--- config.mk ---
export PLATFORM = sky130hd
export DESIGN_NAME = spi_slave_fifo
export DESIGN_NICKNAME = d
export VERILOG_FILES = /design/src/rtl/spi_slave_fifo_pkg.sv /design/src/rtl/spi_slave_fifo_fifo.sv /design/src/rtl/spi_slave_fifo.sv
export SDC_FILE = /design/constraint.sdc
export NUM_CORES = 1
export LEC_CHECK = 0
export ABC_AREA = 1
export ABC_CLOCK_PERIOD_IN_PS = 3300
export BUFFER_PORTS_ARGS = -buffer_cell sky130_fd_sc_hd__buf_2
export CELL_PAD_IN_SITES_DETAIL_PLACEMENT = 1
export CELL_PAD_IN_SITES_GLOBAL_PLACEMENT = 2
export CORE_ASPECT_RATIO = 0.8
export CORE_MARGIN = 2
export CORE_UTILIZATION = 40
export DETAILED_ROUTE_END_ITERATION = 6
export GPL_TIMING_DRIVEN = 0
export PLACE_DENSITY = 0.81
export SYNTH_ARGS = -nofsm -noshare
export SYNTH_HDL_FRONTEND = slang
export SYNTH_HIERARCHICAL = 1
export SYNTH_SLANG_ARGS = --single-unit
--- constraint.sdc ---
create_clock -name clk -period 3.3 [get_ports clk]
set_input_delay 0.33 -clock clk [delete_from_list [all_inputs] [get_ports clk]]
set_output_delay 0.33 -clock clk [all_outputs]
set_load 0.03 [all_outputs]
--- src/rtl/spi_slave_fifo_pkg.sv ---
// Shared types and helpers for the oversampling SPI slave and its word FIFOs.
package spiSlavePkg;

    typedef struct packed {
        logic cpol;
        logic cpha;
    } spiMode_t;

    typedef enum logic {
        IDLE   = 1'b0,
        ACTIVE = 1'b1
    } spiState_t;

    function automatic int levelWdt(input int depth);
        return $clog2(depth + 1);
    endfunction

endpackage

--- src/rtl/spi_slave_fifo_fifo.sv ---
// spiFifo: synchronous word FIFO with first-word fall-through and an occupancy count.
module spiFifo
    import spiSlavePkg::*;
#(
    parameter int WDT   = 8,
    parameter int DEPTH = 16
) (
    input  logic                        clk,
    input  logic                        reset,
    input  logic                        push,
    input  logic [WDT-1:0]              push_data,
    input  logic                        pop,
    output logic [WDT-1:0]              pop_data,
    output logic                        full,
    output logic                        empty,
    output logic [levelWdt(DEPTH)-1:0]  level
);

    localparam int AW = $clog2(DEPTH);
    localparam int LW = levelWdt(DEPTH);

    logic [WDT-1:0] mem [DEPTH];
    logic [AW-1:0]  wr_ptr;
    logic [AW-1:0]  rd_ptr;
    logic [LW-1:0]  count;
    logic           push_ok;
    logic           pop_ok;

    assign full    = (count == LW'(DEPTH));
    assign empty   = (count == '0);
    assign level   = count;
    assign push_ok = push && !full;
    assign pop_ok  = pop && !empty;

    // An empty FIFO presents zero rather than stale storage on its head.
    assign pop_data = empty ? '0 : mem[rd_ptr];

    always_ff @(posedge clk or negedge reset) begin
        if (!reset) begin
            wr_ptr <= '0;
            rd_ptr <= '0;
            count  <= '0;
        end else begin
            if (push_ok) wr_ptr <= wr_ptr + AW'(1);
            if (pop_ok)  rd_ptr <= rd_ptr + AW'(1);
            case ({push_ok, pop_ok})
                2'b10:   count <= count + LW'(1);
                2'b01:   count <= count - LW'(1);
                default: count <= count;
            endcase
        end
    end

    always_ff @(posedge clk) begin
        if (push_ok) mem[wr_ptr] <= push_data;
    end

endmodule

--- src/rtl/spi_slave_fifo.sv ---
// spi_slave_fifo: SPI slave oversampled on clk, mode latched per frame, TX/RX word FIFOs.
// Define SPI_SLAVE_FIFO_FLAGS_EN to enable the sticky txUnderflow/rxOverflow flags and flagClr.
module spi_slave_fifo
    import spiSlavePkg::*;
#(
    parameter int                  DATA_WDT   = 8,
    parameter int                  FIFO_DEPTH = 16,
    parameter logic                MSB_FIRST  = 1'b1,
    parameter logic [DATA_WDT-1:0] TX_IDLE    = '0
) (
    input  logic                                clk,
    input  logic                                reset,
    input  logic                                ssel,
    input  logic                                sclk,
    input  logic                                mosi,
    output logic                                miso,
    output logic                                misoOe,
    input  logic                                cpol,
    input  logic                                cpha,
    input  logic [DATA_WDT-1:0]                 txData,
    input  logic                                txWr,
    output logic                                txFull,
    output logic [levelWdt(FIFO_DEPTH)-1:0]     txLevel,
    output logic [DATA_WDT-1:0]                 rxData,
    input  logic                                rxRd,
    output logic                                rxEmpty,
    output logic [levelWdt(FIFO_DEPTH)-1:0]     rxLevel,
    output logic                                spiBusy,
    output logic                                spiStart,
    output logic                                spiEnd,
    output logic                                txUnderflow,
    output logic                                rxOverflow,
    input  logic                                flagClr
);

    localparam int               CNT_W    = $clog2(DATA_WDT);
    localparam logic [CNT_W-1:0] LAST_BIT = CNT_W'(DATA_WDT - 1);

    // [0] metastability stage, [1] synchronised value, [2] previous synchronised value
    logic [2:0]          ssel_pipe;
    logic [2:0]          sclk_pipe;
    logic [2:0]          mosi_pipe;

    spiState_t           state_q;
    spiState_t           state_d;
    spiMode_t            mode_q;
    logic                frame_start;
    logic                frame_end;
    logic                in_frame;

    logic                ssel_fall;
    logic                ssel_rise;
    logic                sclk_edge;
    logic                lead_edge;
    logic                trail_edge;
    logic                sample_edge;
    logic                shift_edge;
    logic                word_done;

    logic [CNT_W-1:0]    bit_cnt;
    logic [DATA_WDT-1:0] tx_shift;
    logic [DATA_WDT-1:0] tx_shifted;
    logic [DATA_WDT-1:0] tx_head;
    logic [DATA_WDT-1:0] tx_next;
    logic [DATA_WDT-1:0] rx_shift;
    logic [DATA_WDT-1:0] rx_word;
    logic                tx_fresh;
    logic                tx_load;
    logic                tx_pop;
    logic                tx_empty;
    logic                rx_push;
    logic                rx_full;
    logic                underflow_evt;
    logic                overflow_evt;

    // ssel resets to the selected level so a pin held low through reset never fakes a frame start.
    always_ff @(posedge clk or negedge reset) begin
        if (!reset) begin
            ssel_pipe <= '0;
            sclk_pipe <= '0;
            mosi_pipe <= '0;
        end else begin
            ssel_pipe <= {ssel_pipe[1:0], ssel};
            sclk_pipe <= {sclk_pipe[1:0], sclk};
            mosi_pipe <= {mosi_pipe[1:0], mosi};
        end
    end

    assign ssel_fall  = ssel_pipe[2] & ~ssel_pipe[1];
    assign ssel_rise  = ~ssel_pipe[2] & ssel_pipe[1];
    assign sclk_edge  = sclk_pipe[2] ^ sclk_pipe[1];
    assign lead_edge  = sclk_edge & (sclk_pipe[1] != mode_q.cpol);
    assign trail_edge = sclk_edge & (sclk_pipe[1] == mode_q.cpol);

    always_ff @(posedge clk or negedge reset) begin
        if (!reset) begin
            state_q  <= IDLE;
            spiStart <= 1'b0;
            spiEnd   <= 1'b0;
        end else begin
            state_q  <= state_d;
            spiStart <= frame_start;
            spiEnd   <= frame_end;
        end
    end

    always_comb begin
        state_d     = state_q;
        frame_start = 1'b0;
        frame_end   = 1'b0;
        case (state_q)
            IDLE: begin
                if (ssel_fall) begin
                    state_d     = ACTIVE;
                    frame_start = 1'b1;
                end
            end
            ACTIVE: begin
                if (ssel_rise) begin
                    state_d   = IDLE;
                    frame_end = 1'b1;
                end
            end
            default: state_d = IDLE;
        endcase
    end

    assign in_frame    = (state_q == ACTIVE) && !frame_end;
    assign sample_edge = in_frame & (mode_q.cpha ? trail_edge : lead_edge);
    assign shift_edge  = in_frame & (mode_q.cpha ? lead_edge : trail_edge);
    assign word_done   = sample_edge && (bit_cnt == LAST_BIT);

    assign tx_load       = frame_start | word_done;
    assign tx_pop        = tx_load & ~tx_empty;
    assign underflow_evt = tx_load & tx_empty;
    assign tx_next       = tx_empty ? TX_IDLE : tx_head;
    assign rx_push       = word_done;
    assign overflow_evt  = word_done & rx_full;

    assign rx_word    = MSB_FIRST ? {rx_shift[DATA_WDT-2:0], mosi_pipe[2]}
                                  : {mosi_pipe[2], rx_shift[DATA_WDT-1:1]};
    assign tx_shifted = MSB_FIRST ? {tx_shift[DATA_WDT-2:0], 1'b0}
                                  : {1'b0, tx_shift[DATA_WDT-1:1]};

    // A freshly loaded word is already on miso, so the next shift edge only consumes tx_fresh.
    // In CPHA=0 the first bit must be valid before any edge, so the frame-start word is not fresh.
    always_ff @(posedge clk or negedge reset) begin
        if (!reset) begin
            mode_q   <= '0;
            bit_cnt  <= '0;
            tx_shift <= '0;
            tx_fresh <= 1'b0;
            rx_shift <= '0;
        end else if (frame_start) begin
            mode_q.cpol <= cpol;
            mode_q.cpha <= cpha;
            bit_cnt     <= '0;
            rx_shift    <= '0;
            tx_shift    <= tx_next;
            tx_fresh    <= cpha;
        end else begin
            if (sample_edge) begin
                rx_shift <= rx_word;
                bit_cnt  <= word_done ? '0 : bit_cnt + CNT_W'(1);
            end
            if (word_done) begin
                tx_shift <= tx_next;
                tx_fresh <= 1'b1;
            end else if (shift_edge) begin
                if (tx_fresh) tx_fresh <= 1'b0;
                else          tx_shift <= tx_shifted;
            end
        end
    end

    assign spiBusy = (state_q == ACTIVE);
    assign misoOe  = (state_q == ACTIVE);
    assign miso    = (state_q == ACTIVE) &&
                     (MSB_FIRST ? tx_shift[DATA_WDT-1] : tx_shift[0]);

`ifdef SPI_SLAVE_FIFO_FLAGS_EN
    // A new error event in the same cycle as flagClr leaves the flag set.
    always_ff @(posedge clk or negedge reset) begin
        if (!reset) begin
            txUnderflow <= 1'b0;
            rxOverflow  <= 1'b0;
        end else begin
            if (underflow_evt) txUnderflow <= 1'b1;
            else if (flagClr)  txUnderflow <= 1'b0;
            if (overflow_evt)  rxOverflow  <= 1'b1;
            else if (flagClr)  rxOverflow  <= 1'b0;
        end
    end
`else
    logic unused_flag_inputs;
    assign unused_flag_inputs = flagClr ^ underflow_evt ^ overflow_evt;
    assign txUnderflow        = 1'b0;
    assign rxOverflow         = 1'b0;
`endif

    spiFifo #(
        .WDT   (DATA_WDT),
        .DEPTH (FIFO_DEPTH)
    ) u_tx_fifo (
        .clk       (clk),
        .reset     (reset),
        .push      (txWr),
        .push_data (txData),
        .pop       (tx_pop),
        .pop_data  (tx_head),
        .full      (txFull),
        .empty     (tx_empty),
        .level     (txLevel)
    );

    spiFifo #(
        .WDT   (DATA_WDT),
        .DEPTH (FIFO_DEPTH)
    ) u_rx_fifo (
        .clk       (clk),
        .reset     (reset),
        .push      (rx_push),
        .push_data (rx_word),
        .pop       (rxRd),
        .pop_data  (rxData),
        .full      (rx_full),
        .empty     (rxEmpty),
        .level     (rxLevel)
    );

endmodule
* Word-level counts from Yosys, hierarchy flattened
Memories as Yosys holds them, arrays and structs flattened. Index checks and enable logic that the tools add are counted.
Word-level totals: memory bits (writable) 256, word-level logic and storage cells 99, memories 2, output and inout port bits 27, bits in registers 59
Cells by class: reductions and logical operators 19, add/subtract/negate cells 9, bitwise logic cells 13, equality and inequality tests 10, mux-type cells 28
Memories:
- u_rx_fifo.mem | depth 16, bits a word 8, read ports 1, clocked after memory_dff 0, write ports 1, RTL line spi_slave_fifo_fifo.sv:22 | logic [WDT-1:0] mem [DEPTH];
- u_tx_fifo.mem | depth 16, bits a word 8, read ports 1, clocked after memory_dff 0, write ports 1, RTL line spi_slave_fifo_fifo.sv:22
Operators with widths (count):
- 8-bit 2-to-1 mux | 6
- 5-bit case mux with 2 select lines | 2
- 4-bit by 1-bit adder with 4-bit output (second input constant) | 4
- 1-bit 2-to-1 mux | 14
- 7-bit 2-to-1 mux | 2
- 5-bit by 1-bit adder with 5-bit output (second input constant) | 2
- 5-bit == test (second input constant) | 2
- 5-bit zero test | 2
- 5-bit by 1-bit subtractor with 5-bit output (second input constant) | 2
- 3-bit 2-to-1 mux | 3
- 1-bit bitwise AND | 7
- 1-bit logical AND | 7
- 2-bit nonzero test | 3
- 1-bit zero test | 5
- 2-bit by 1-bit == test with 1-bit output (second input constant) | 2
- 2-bit == test (second input constant) | 2
- 1-bit inverter | 4
- 3-bit by 1-bit adder with 3-bit output (second input constant) | 1
- 3-bit == test (second input constant) | 1
- 3-bit by 2-bit inequality test with 1-bit output (second input constant) | 1
- 3-bit nonzero test | 1
- 1-bit case mux with 2 select lines | 1
- 2-bit AND reduction | 1
- 1-bit == test | 1
- other kinds (3) | 3

* Longest topological paths before layout
depth in word-level cells 13, mapped depth 20, gate-level depth less buffers 20

* Cells and area by module
The synthesis kept the hierarchy.
Modules (own cells, without submodules):
- spiFifo (u_tx_fifo) | area each 6079.6 µm², cells each 546, sequential area each 4169.0 µm², times used 1
- spiFifo (u_rx_fifo) | area each 6077.1 µm², cells each 546, sequential area each 4169.0 µm², times used 1
- spi_slave_fifo | area each 1488.9 µm², cells each 158, sequential area each 825.8 µm², times used 1

* Worst setup path before layout
OpenSTA, ideal clock, no wires.
kind flip-flop to flip-flop, start reg state_q (netlist: misoOe), end reg u_tx_fifo.count[4] (netlist: u_tx_fifo/level[4]), library setup time 0.117 ns, arrival 2.501 ns, required time 3.183 ns, stages on the path, launching flop included 18, clock period less this slack 2.619 ns, buffers on the path 0, slack 0.681 ns, cell sequence dfrtp_1 inv_2 a21oi_2 nand3_4 nor2_4 nor2_4 nor2_1 nand2_2 inv_2 ha_1 xor2_1 ha_1 a21o_1 nand3_1 nand2_1 nand2_1 nand3_1 nand2_1
Between the ends: longest elaborated chain between the ends 10
RTL lines:
- start: declaration | RTL line spi_slave_fifo.sv:44 | spiState_t state_q;
- start signal: assignment | RTL line spi_slave_fifo.sv:101 | state_q <= state_d;
- 1-bit 2-to-1 mux | RTL line spi_slave_fifo.sv:111 | case (state_q)
- 1-bit zero test | RTL line spi_slave_fifo.sv:128 | assign in_frame = (state_q == ACTIVE) && !frame_end;
- 1-bit logical AND (*) | RTL line spi_slave_fifo.sv:128
- 1-bit bitwise AND (*) | RTL line spi_slave_fifo.sv:129 | assign sample_edge = in_frame & (mode_q.cpha ? trail_edge : lead_edge);
- 1-bit logical AND (*) | RTL line spi_slave_fifo.sv:131 | assign word_done = sample_edge && (bit_cnt == LAST_BIT);
- via rx_push | RTL line spi_slave_fifo.sv:71 | logic rx_push;
- 1-bit OR (*) | RTL line spi_slave_fifo.sv:133 | assign tx_load = frame_start | word_done;
- 1-bit bitwise AND (*) | RTL line spi_slave_fifo.sv:134 | assign tx_pop = tx_load & ~tx_empty;
- via tx_pop | RTL line spi_slave_fifo.sv:69 | logic tx_pop;
- 1-bit logical AND (*) | RTL line spi_slave_fifo_fifo.sv:33 | assign pop_ok = pop && !empty;
- via u_tx_fifo.pop_ok | RTL line spi_slave_fifo_fifo.sv:27 | logic pop_ok;
- 2-bit by 1-bit == test with 1-bit output / 2-bit == test (equally long branches) | RTL line spi_slave_fifo_fifo.sv:46 | case ({push_ok, pop_ok})
- 5-bit case mux with 2 select lines / 2-bit nonzero test (equally long branches)
- end signal: assignment | RTL line spi_slave_fifo_fifo.sv:47 | 2'b10: count <= count + LW'(1);
- end signal: assignment | RTL line spi_slave_fifo_fifo.sv:48 | 2'b01: count <= count - LW'(1);
- end signal: assignment | RTL line spi_slave_fifo_fifo.sv:49 | default: count <= count;
- end: declaration | RTL line spi_slave_fifo_fifo.sv:25 | logic [LW-1:0] count;
The timed path passes the listed nets; every way through them passes the cells marked *. A chain may end at the register's enable or synchronous reset.

* Final worst setup path
start reg sclk_pipe[1], end reg u_tx_fifo.count[4] (netlist: u_tx_fifo/level[4])
Between the ends: longest elaborated chain between the ends 10
RTL lines:
- start: declaration | RTL line spi_slave_fifo.sv:41 | logic [2:0] sclk_pipe;
- start signal: assignment | RTL line spi_slave_fifo.sv:84 | sclk_pipe <= {sclk_pipe[1:0], sclk};
- 1-bit bitwise XOR (tied with other cells) | RTL line spi_slave_fifo.sv:91 | assign sclk_edge = sclk_pipe[2] ^ sclk_pipe[1];
- 1-bit bitwise AND (on tied branches) | RTL line spi_slave_fifo.sv:92, spi_slave_fifo.sv:93
- 1-bit 2-to-1 mux (*) | RTL line spi_slave_fifo.sv:129
- 1-bit bitwise AND (*) | RTL line spi_slave_fifo.sv:129
- 1-bit logical AND (*) | RTL line spi_slave_fifo.sv:131
- via rx_push | RTL line spi_slave_fifo.sv:71
- 1-bit OR (*) | RTL line spi_slave_fifo.sv:133
- 1-bit bitwise AND (*) | RTL line spi_slave_fifo.sv:134
- via tx_pop | RTL line spi_slave_fifo.sv:69
- 1-bit logical AND (*) | RTL line spi_slave_fifo_fifo.sv:33
- via u_tx_fifo.pop_ok | RTL line spi_slave_fifo_fifo.sv:27
- 2-bit by 1-bit == test with 1-bit output / 2-bit == test (equally long branches) | RTL line spi_slave_fifo_fifo.sv:46
- 5-bit case mux with 2 select lines / 2-bit nonzero test (equally long branches)
Marks and branches as above.

==> results by group <==
Floorplanning
  – Chip height: roughly 170 um
  – CORE AREA: between 30000 and 40000 sq um
  – Rows: 60
  – Die ar.: roughly 36000 sq um
  – Width of the chip: approximately 210 um
  – Top Ports: 45
  – Initial Util: between 40% and 50%

Drt
  – Iteration count of the initial detailed-routing pass: 5
  – Vias per cell: 5.317
  – Via count: approximately 9500
  – Post-route ant nets: 0
  – DR iter-0 viols: 721
  – Wire length per cell: around 21 um
  – DRC violation count after routing: 0
  – Final WL: ~37000 um

STA
  – Hold violation count in the final report: 0
  – Fin. max-slew vios: 0
  – Tcrit/Tclk final: between 80% and 90%
  – Fin Hold WS: 29.97 ps
  – Least-Margin Pin Slew: around 1200 ps
  – Worst slew margin: 16.73%
  – Worst setup margin: between 300 and 400 ps
  – Final setup TNS: 0 ps
  – RSZ-0062 raised after global routing: false
  – Setup violation total in the final timing report: 0
  – Max Clk Rate: about 340 MHz
  – Crit path time final: just under 3000 ps
  – Clock Skew: 16.79 ps

Placement
  – Pre-CTS WS: roughly 310 ps
  – Post-DP HPWL: 25350 um
  – Placer Congestion: ~0.8
  – Cells after DPL: 1725
  – Placement Cell Area: 14420 sq um
  – Number of I/O port buffers: around 40

Setup path
  – Endpoint type of the worst setup path: flop
  – Crit-path max cell delay: approximately 420 ps
  – Setup crit start kind: flop
  – WP data arrival: about 3400 ps
  – Worst EP required: ~3700 ps
  – Crit-path cells: inv_2 > nand2_1 > nand2_1 > nand2_1 > nand2_1 > nand3_4 > nor2_4 > nor2_4 > nor2_1 > nand2_2 > inv_2 > ha_1 > xor2_1 > ha_1 > a21o_1 > nand3_1 > nand2_1 > nand2_1 > nand3_1 > nand2_1
  – Crit-path max FO: 10
  – CP most frequent cell: nand2_1
  – CP max-delay cell: dfrtp_1
  – WS Path Type: reg2reg

Layout
  – Fin area: 15540 sq um
  – Nets: between 1000 and 1500
  – Share of layout cells above drive strength 1: about an eighth
  – Diodes inserted: 0
  – Fillers: 3641
  – Finished Layout Cells: 1791
  – Layout overhead on the synthesized area: 13.91%
  – Util after Layout: a little under half

Status
  – Status: finished clean

Power
  – Worst IR drop on VDD: about 0.35 mV
  – PwrDens: ~900 nW/um^2
  – Leak pwr: just over 6 nW
  – Pwr Total: between 10 and 15 mW

Clock tree
  – Worst-Skew Late Latency: 520 ps
  – CTS Sinks: about 320
  – Maximum root-to-sink buffer count: 3
  – Clk root buf: clkbuf_16
  – Worst-path clk slew: ~60 ps
  – H-tree levels: 2
  – CTS tree: built
  – CTS buffer count: 35
  – Post-CTS setup buffer count: 0

Global route
  – First-pass GRT wire length: around 57000 um
  – Initial antenna violation count: 0
  – Gr usage total: 21.27%
  – Vias in the first global route: about 9600
  – Largest net degree at the start of global routing: 60
  – Remaining Overflow, GRT: 0

Synthesis
  – Post-Synthesis Cells: approximately 1200
  – Post-Syn Area: 13640 sq um
  – Synth Warn #: 6
  – Avg Cell Area, Syn: 10.92 sq um

Flow run
  – Max cap viols: 0

Min path
  – Worst hold path class: in2reg
[power breakdown]
part | leakage, nW | internal (mW) | total (mW) | switching, mW
Sequential | 3.06 | 4.77 | 5.14 | 0.374
Clock | 0.522 | 2.17 | 3.67 | 1.50
Combinational | 2.61 | 1.55 | 5.17 | 3.62
[layout by cell type, fill, tap and decap left out, types with 2 or more instances in the layout]
cell and n:
conb_1 2, ha_1 20, dfrtp_1 59, nor3_2 6
clkinv_2 4, clkbuf_8 2, xor2_1 14, clkbuf_16 37
a21oi_1 23, inv_1 39, nor2_1 40, a21o_1 2
buf_2 58, buf_6 12, buf_4 19, nand3_1 234
dlygate4sd3_1 4, nand2_1 426, o21bai_1 2, o22ai_1 5
buf_1 3, edfxtp_1 256, nor2_4 4, clkinv_1 6
inv_2 21, clkinvlp_4 2, nand2_2 5, nand3_4 2
xnor2_1 4, clkbuf_1 15, o21ai_1 7, o21ai_0 7
nand4_1 9
[state kept, by name, summed over array words and instances (netlist names)]
name,flops
u_rx_fifo/mem,128
u_tx_fifo/rd_ptr,4
sclk_pipe,3
spiStart,1
u_tx_fifo/wr_ptr,4
misoOe,1
mode_q,2
tx_fresh,1
spiEnd,1
rx_shift,7
tx_shift,8
u_tx_fifo/mem,128
u_rx_fifo/rd_ptr,4
u_rx_fifo/wr_ptr,4
u_tx_fifo/level,5
bit_cnt,3
ssel_pipe,3
mosi_pipe,3
u_rx_fifo/level,5
[cell type report]
class                      instances  area (sq um)  share of cell area (%)
sequential                       315          9164                   58.97
clock buffer                      49         991.0                   6.377
timing repair buffer              45         247.7                   1.594
clock inverter                    13         87.58                  0.5636
multi-input combinational        818          3874                   24.93
tap                              434         543.0                   3.494
buffer                            56         390.4                   2.512
inverter                          61         242.7                   1.562
[critical path: cells and delay by family (launching register included)]
family	cells	cell delay, ps
fa+ha+maj	2	520
compound gates	1	110
simple gates	14	1330
buf+inv	2	260
flops	1	420
xor+xnor	1	220
[path summary, 6_finish.rpt]
kind	from	endpoint	slack, ps	depth (start not counted)
max	sclk_pipe[1]$_DFF_PN0_	u_tx_fifo/level[4]$_DFFE_PN0P_	340	20
min	cpol	mode_q[1]$_DFFE_PN0P_	30	3
max reg2reg	sclk_pipe[1]$_DFF_PN0_	u_tx_fifo/level[4]$_DFFE_PN0P_	340	20
min reg2reg	sclk_pipe[0]$_DFF_PN0_	sclk_pipe[1]$_DFF_PN0_	350	0
max in group asynchronous	reset	u_tx_fifo/rd_ptr[2]$_DFFE_PN0P_	2330	2
min in group asynchronous	reset	u_rx_fifo/rd_ptr[1]$_DFFE_PN0P_	440	2
[metal layers]
| layer | track usage, % | wire, um | up-vias | share of wire (%) |
|---|---|---|---|---|
| li1 | - | - | 4431 | - |
| met1 | 32.47 | 18230 | 4798 | 49 |
| met2 | 32.12 | 16160 | 245 | 44 |
| met3 | 3.127 | 2114 | 48 | 5.7 |
| met4 | 4.960 | 635 | 0 | 1.7 |
| met5 | 0 | 0 | - | 0 |
[what timing repair did]
action | 4_1_cts | 5_1_grt
hold buffers | 4 | 0
endpoints found under the hold margin | 62 | 0
gates resized for setup | 0 | 0
Note: power is estimated with default switching activity, not from simulation.
